`src/rtl/cache_arbiter.sv`:
```
// Arbitrates the single 256-bit pmem port between I-cache fills and D-cache fills/writebacks.
// One transaction at a time; ties go to the side opposite the most recent grant.
module cache_arbiter (
   input  logic         clk,
   input  logic         rst,
   input  logic         i_read,
   input  logic [31:0]  i_address,
   output logic         i_resp,
   output logic         i_error,
   output logic [255:0] i_rdata,
   input  logic         d_read,
   input  logic         d_write,
   input  logic [31:0]  d_address,
   input  logic [255:0] d_wdata,
   output logic         d_resp,
   output logic         d_error,
   output logic [255:0] d_rdata,
   output logic         pmem_read,
   output logic         pmem_write,
   output logic [31:0]  pmem_address,
   output logic [255:0] pmem_wdata,
   input  logic         pmem_resp,
   input  logic         pmem_error,
   input  logic [255:0] pmem_rdata
);

   typedef enum logic [1:0] {IDLE, SERVE_I, SERVE_D} state_t;

   state_t         state_reg, state_next;
   logic           last_grant_reg;   // 0 = I side, 1 = D side
   logic           pmem_read_reg, pmem_write_reg;
   logic [31:0]    pmem_address_reg;
   logic [255:0]   pmem_wdata_reg;
   logic           grant_i, grant_d;
   logic           done;
   logic           d_pend;

   assign done   = pmem_resp | pmem_error;
   assign d_pend = d_read | d_write;

   always_comb begin
      state_next = state_reg;
      grant_i    = 1'b0;
      grant_d    = 1'b0;
      case (state_reg)
         IDLE: begin
            if (i_read && d_pend) begin
               grant_d = ~last_grant_reg;
               grant_i = last_grant_reg;
            end else begin
               grant_i = i_read;
               grant_d = d_pend;
            end
            if (grant_i)
               state_next = SERVE_I;
            else if (grant_d)
               state_next = SERVE_D;
         end
         SERVE_I, SERVE_D: begin
            if (done)
               state_next = IDLE;
         end
         default: state_next = IDLE;
      endcase
   end

   always_ff @(posedge clk) begin
      if (rst) begin
         state_reg        <= IDLE;
         last_grant_reg   <= 1'b0;
         pmem_read_reg    <= 1'b0;
         pmem_write_reg   <= 1'b0;
         pmem_address_reg <= '0;
         pmem_wdata_reg   <= '0;
      end else begin
         state_reg <= state_next;
         if (grant_i) begin
            last_grant_reg   <= 1'b0;
            pmem_read_reg    <= 1'b1;
            pmem_write_reg   <= 1'b0;
            pmem_address_reg <= i_address;
         end else if (grant_d) begin
            // A simultaneous read+write request is resolved as a write.
            last_grant_reg   <= 1'b1;
            pmem_read_reg    <= ~d_write;
            pmem_write_reg   <= d_write;
            pmem_address_reg <= d_address;
            pmem_wdata_reg   <= d_wdata;
         end else if (state_reg != IDLE && done) begin
            pmem_read_reg  <= 1'b0;
            pmem_write_reg <= 1'b0;
         end
      end
   end

   assign pmem_read    = pmem_read_reg;
   assign pmem_write   = pmem_write_reg;
   assign pmem_address = pmem_address_reg;
   assign pmem_wdata   = pmem_wdata_reg;

   assign i_resp  = done & (state_reg == SERVE_I);
   assign i_error = pmem_error & (state_reg == SERVE_I);
   assign d_resp  = done & (state_reg == SERVE_D);
   assign d_error = pmem_error & (state_reg == SERVE_D);
   assign i_rdata = pmem_rdata;
   assign d_rdata = pmem_rdata;

endmodule

```
`config.mk`:
```
export PLATFORM = sky130hd
export DESIGN_NAME = cache_arbiter
export DESIGN_NICKNAME = d
export VERILOG_FILES = /design/src/rtl/cache_arbiter.sv
export SDC_FILE = /design/constraint.sdc
export NUM_CORES = 1
export LEC_CHECK = 0
export ABC_AREA = 1
export CORE_AREA = 8 8 534 536
export CTS_CLUSTER_DIAMETER = 120
export CTS_CLUSTER_SIZE = 25
export DETAILED_ROUTE_END_ITERATION = 12
export DIE_AREA = 0 0 542 544
export GPL_ROUTABILITY_DRIVEN = 0
export PLACE_DENSITY = 0.3
export SYNTH_ARGS = -nofsm -noshare
export SYNTH_HDL_FRONTEND = slang
export SYNTH_SLANG_ARGS = --single-unit
export TNS_END_PERCENT = 50
```
`constraint.sdc`:
```
create_clock -name clk -period 3.91 [get_ports clk]
set_input_delay 0.5865 -clock clk [delete_from_list [all_inputs] [get_ports clk]]
set_output_delay 0.5865 -clock clk [all_outputs]
set_load 0.005 [all_outputs]
```
==> results.py, run 1 <==
metrics = {
    "placed_design": {
        "portBuffers": 620,
        "pre_cts_ws_ps": 996,
        "hpwlAfterDp_um": 154000,
        "dp_cells": 5695,
    },
    "floorplanning": {
        "die_width_um": 542,
        "ios": 1389,
        "dieArea_mm2": 0.295,
        "die_h_um": 544,
        "coreArea_mm2": 0.277,
        "rows": 194,
        "start_util_pct": 5.23,
    },
    "routing": {
        "drc": 0,
        "drt-pass1-iter-count": 5,
        "postRouteAntennaNets": 0,
        "routed_via_density": 2.28,
        "drt-total-wl_um": 172000,
        "via_count": 13100,
        "route.detailed.wl_per_inst_um": 29.9,
        "drt_iter0_drc": 519,
    },
    "power_and_ir_drop": {
        "p_total_w": 0.0101,
        "total_leakage_power_nw": 7.07,
        "power_density_mw_per_mm2": 453,
        "vdd_drop_max_mv": 0.366,
    },
    "critical_path": {
        "arrival_ps": 2070,
        "critPathMaxFanout": 3,
        "reg2reg_slack_ps": 1850,
        "end_kind": "output pin",
        "cp-start-kind": "flip-flop",
        "crit_type": "flip-flop to output pin",
        "cp_data_required_time_ps": 3320,
    },
    "logic_synthesis": {
        "synth_area_mm2": 0.0145,
        "async_reset_ff_share_pct": 0,
        "syn_avg_cell_area_um2": 7.46,
        "synth_edf_count": 0,
        "yosysTopAreaCellShare_pct": 40.4,
        "synth_common_cells": "587 x nand2_1, 517 x buf_4, 293 x dfxtp_1",
        "synth_cells": 1945,
        "yosys_warnings": 0,
        "synth.most_common_cell": "nand2_1",
        "synth_seq_cells": 293,
        "yosysSeqAreaShare_pct": 40.4,
        "synth_nets": 2531,
        "synth_area_leaders": "dfxtp_1 40%, buf_4 27%, nand2_1 15%",
        "yosysTopAreaCell": "dfxtp_1",
        "synth_cell_types": 19,
        "synthFlopType": "dfxtp_1",
    },
    "grt": {
        "grt_pass1_wl_um": 202000,
        "grt_max_degree": 154,
        "grt_usage_pct": 11.0,
        "gr-total-overflow": 0,
        "grt_pass1_vias": 13200,
        "antenna_found_initial": 93,
    },
    "clock_tree": {
        "ctsHoldBuffers": 0,
        "cts_buffers": 26,
        "cts.path.max_buffers": 3,
        "cts-root-buf": "clkbuf_16",
        "post_cts_resized": 0,
        "cts_max_level": 1,
        "post-cts-setup-buffer-count": 0,
        "clk_pin_slew_worst_paths_ps": 100,
        "cts_tree": "yes",
        "clock_sinks": 293,
        "clk_latency_ps": 690,
    },
    "outcome": {
        "outcome": "complete, no violations",
    },
    "timing": {
        "post-route-min-period_ps": 2660,
        "rsz0062_at_grt": "no",
        "setup-violations-final": 0,
        "tightestPinTransition_ps": 1220,
        "slew_viol_final": 0,
        "fin_crit_sh_pct": 68.1,
        "relSlewSlack_pct": 18.4,
        "fmax_ghz": 0.376,
        "skew_ps": 61.3,
        "setup_slack_ps": 1250,
        "tns_ps": 0,
        "hold_violations": 0,
    },
    "layout": {
        "drive_gt1_share_pct": 3.67,
        "stdcell_count": 5750,
        "nFillCells": 32700,
        "area_growth_syn_to_layout_pct": 53.9,
        "finalNetCount": 2585,
        "largest_reg_flops": 256,
    },
    "run": {
        "drv_cap": 0,
    },
    "min_path": {
        "hold_class": "input port to flip-flop",
    },
}
routing by layer:
| metal | up-vias | share of wire, % | global-route usage (%) |
|---|---|---|---|
| met1 | 5761 | 25 | 8.06 |
| met5 | - | 0.23 | 0.721 |
| met2 | 1293 | 44 | 17.7 |
| met3 | 357 | 26 | 13.4 |
| met4 | 17 | 3.7 | 3.23 |
| li1 | 5655 | - | - |
final timing paths:
| path | cells past startpoint | to | start |
|---|---|---|---|
| worst min-delay path | 2 | pmem_wdata[19] | rst |
| worst max-delay path | 5 | i_resp | state_reg[1] |
| worst min register to register | 2 | pmem_wdata[208] | pmem_wdata[208] |
| worst max register to register | 7 | pmem_wdata[126] | state_reg[1] |
area by class of cell:
type | count | area (um2) | share of cell area, %
tap | 3724 | 4660 | 20.9
clock buffer | 28 | 668 | 2.99
multi-input combinational | 994 | 4180 | 18.7
clock inverter | 20 | 335 | 1.50
inverter | 44 | 173 | 0.774
antenna | 7 | 17.5 | 0.0785
sequential | 293 | 5870 | 26.3
timing repair buffer | 640 | 6420 | 28.8
cells by family (layout without fill, tap and decap cells):
kind of cell | Yosys count | after routing | synth area share, %
other | 0 | 7 | 0
adders and majority gates | 3 | 3 | 0.259
DFF | 293 | 293 | 40.4
buffers and inverters | 658 | 732 | 30.9
and+or+nand+nor | 725 | 725 | 19.1
AOI/OAI and AO/OA | 266 | 266 | 9.28
power by group:
group | internal (W) | switching, W
Sequential | 0.00338 | 0.000239
Combinational | 0.00130 | 0.00195
Clock | 0.00151 | 0.00174
Total | 0.00619 | 0.00393
worst max-delay path: stages (launching register included):
cell and delay (ps):
dfxtp_1 320, inv_1 100, ha_1 200, inv_1 50, nor2_1 120, clkdlybuf4s50_1 660
per-stage QoR:
stage                     utilization, %  hold slack [ps]  instance area (um2)
after floorplan                        -              457                14500
after global placement              7.68              451                21300
after detailed placement            7.68              456                21300
after CTS                           8.05              280                22300
after global routing                8.05              327                22300
final                               8.05              339                22300
layout by cell type, fill, tap and decap left out:
cell type	Yosys	layout
clkdlybuf4s50_1	0	619
nand2_1	587	586
dfxtp_1	293	293
a21oi_1	258	258
nor2_1	102	102
inv_1	43	43
nand3_1	34	34
clkbuf_16	0	26
buf_4	517	15
diode_2	0	7
clkinv_8	0	6
o21ai_0	5	5
inv_16	0	5
buf_12	0	5
inv_8	0	3
nand2_2	1	2
ha_1	3	2
bufinv_16	0	2
inv_12	0	2
inv_6	0	2
nand3_4	0	1
a31oi_4	0	1
o211a_1	1	1
o21a_1	1	1
ha_2	0	1
clkbuf_8	0	1
clkinv_2	0	1
clkbuf_1	43	1
buf_8	0	1
(Power assumes the default switching activity.)
==> inputs of run 2 (changes only) <==
- CORE_AREA: 8 8 534 536 -> 8 8 530 532
- DIE_AREA: 0 0 542 544 -> 0 0 538 540
- clock period: 3.91 -> 2.2 ns (I/O delays scaled with it)
==> results.py, run 2 (same netlist as run 1, synthesis figures left out) <==
metrics = {
    "layout": {
        "nFillCells": 32000,
        "area_growth_syn_to_layout_pct": 56.7,
        "finalNetCount": 2635,
        "final_common_cell": "nand2_1",
        "seq_area_mm2": 0.00587,
        "multi_input_area_mm2": 0.00418,
        "drive_gt1_share_pct": 6.43,
        "stdcell_count": 5664,
        "final_cell_mix": "586 x nand2_1, 533 x clkdlybuf4s50_1, 293 x dfxtp_1, 258 x a21oi_1, 102 x nor2_1",
        "largest_reg_flops": 256,
    },
    "routing": {
        "drc": 0,
        "drt-pass1-iter-count": 5,
        "drt-total-wl_um": 168000,
        "drt_iter0_drc": 671,
        "routed_via_density": 2.33,
        "route.detailed.wl_per_inst_um": 29.7,
        "postRouteAntennaNets": 0,
        "via_count": 13200,
    },
    "critical_path": {
        "cp-start-kind": "flip-flop",
        "cp_data_required_time_ps": 1870,
        "crit_type": "flip-flop to output pin",
        "reg2reg_slack_ps": 380,
        "critical_path_buf_inv_count": 1,
        "arrival_ps": 1790,
        "cp_cell_sequence": "clkdlybuf4s50_1",
        "slowest_delay_ps": 770,
        "slowest_stage": "clkdlybuf4s50_1",
        "critPathMaxFanout": 2,
        "end_kind": "output pin",
        "cp_top_family": "buffers and inverters",
    },
    "timing": {
        "fin_crit_sh_pct": 96.4,
        "tns_ps": 0,
        "fmax_ghz": 0.471,
        "setup_slack_ps": 78.7,
        "tightestPinTransition_ps": 598,
        "skew_ps": 35.3,
        "post-route-min-period_ps": 2120,
        "hold_violations": 0,
        "relSlewSlack_pct": 60.3,
        "setup-violations-final": 0,
        "slew_viol_final": 0,
    },
    "placed_design": {
        "dp_cells": 5608,
        "pre_cts_ws_ps": 16.6,
        "portBuffers": 620,
        "hpwlAfterDp_um": 152000,
    },
    "grt": {
        "grt_pass1_vias": 13500,
        "gr-total-overflow": 0,
        "grt_max_degree": 62,
        "grt_pass1_wl_um": 200000,
        "grt_usage_pct": 11.0,
        "antenna_found_initial": 84,
    },
    "power_and_ir_drop": {
        "total_leakage_power_nw": 7.85,
        "p_sw_share_pct": 38.5,
        "seq_power_share_pct": 35.1,
        "p_comb_share_pct": 32.2,
        "power_density_mw_per_mm2": 809,
        "clkPwrFrac_pct": 32.7,
        "vdd_drop_max_mv": 0.594,
        "power.net_switching_w": 0.00707,
        "p_total_w": 0.0184,
        "intPower_w": 0.0113,
    },
    "outcome": {
        "outcome": "complete, no violations",
    },
    "floorplanning": {
        "ios": 1389,
        "die_width_um": 538,
        "start_util_pct": 5.32,
        "dieArea_mm2": 0.291,
        "coreArea_mm2": 0.272,
        "die_h_um": 540,
        "rows": 192,
    },
    "clock_tree": {
        "cts.path.max_buffers": 3,
        "post-cts-setup-buffer-count": 0,
        "cts_buffers": 27,
        "cts_max_level": 1,
        "clock_sinks": 293,
        "cts_tree": "yes",
        "clk_pin_slew_worst_paths_ps": 100,
        "cts-root-buf": "clkbuf_16",
        "clk_latency_ps": 690,
    },
    "run": {
        "drv_cap": 0,
    },
    "min_path": {
        "hold_class": "input port to flip-flop",
    },
}
run 2: changes by cell type in the layout (fill, tap and decap cells not counted), moves of 2 or more:
| cell | before | now |
|---|---|---|
| dlymetal6s2s_1 | 0 | 11 |
| dlygate4sd2_1 | 0 | 67 |
| clkdlybuf4s50_1 | 619 | 533 |
| diode_2 | 7 | 5 |
| buf_4 | 15 | 55 |
| buf_12 | 5 | 21 |
| inv_8 | 3 | 5 |
| clkinv_16 | 0 | 2 |
run 2: area by class of cell:
type,count,share of cell area (%)
antenna,5,0.0551
clock buffer,27,2.97
sequential,293,25.8
multi-input combinational,994,18.4
tap,3589,19.8
clock inverter,23,1.82
inverter,44,0.760
timing repair buffer,689,30.4
run 2: path summary, 6_finish.rpt:
| kind | to | cells after the start | startpoint |
|---|---|---|---|
| setup / recovery | pmem_wdata[51] | 1 | pmem_wdata[51] |
| hold / removal | pmem_wdata[101] | 3 | d_wdata[101] |
| setup reg to reg | pmem_address[23] | 9 | state_reg[1] |
| hold reg to reg | pmem_wdata[87] | 2 | pmem_wdata[87] |
run 2: repair_timing:
action                     CTS  global route
hold buffers                 1             0
setup endpoints to repair   68            11
gates resized for setup     69            11
hold endpoints to repair    14             0
run 2: stage by stage:
step,util [%],hold WS [ps],area (um2)
detailed placement,7.96,457,21700
finish,8.34,182,22700
global placement,7.96,452,21700
CTS,8.33,97.0,22700
floorplan,-,457,14500
global route,8.34,142,22700
run 2: power groups by stage:
stage,sequential (W),combinational [W],clock [W]
6_report,0.00645,0.00592,0.00601
5_1_grt,0.00655,0.00660,0.00650
4_1_cts,0.00648,0.00618,0.00638
3_5_place_dp,0.00659,0.00624,0
3_3_place_gp,0.00658,0.00628,0
2_1_floorplan,0.00651,0.00263,0
run 2: per-layer routing:
metal  part of all wire [%]  global-route usage [%]
met5                  0.087                  0.0658
met1                     26                    8.11
met3                     27                    13.5
met2                     43                    17.3
met4                    4.0                    3.61
==> inputs of run 3 (changes only) <==
- CAP_MARGIN: unset -> 10
==> results of run 3 <==
Same layout as run 2: the final DEF is identical, and so are final timing and power.
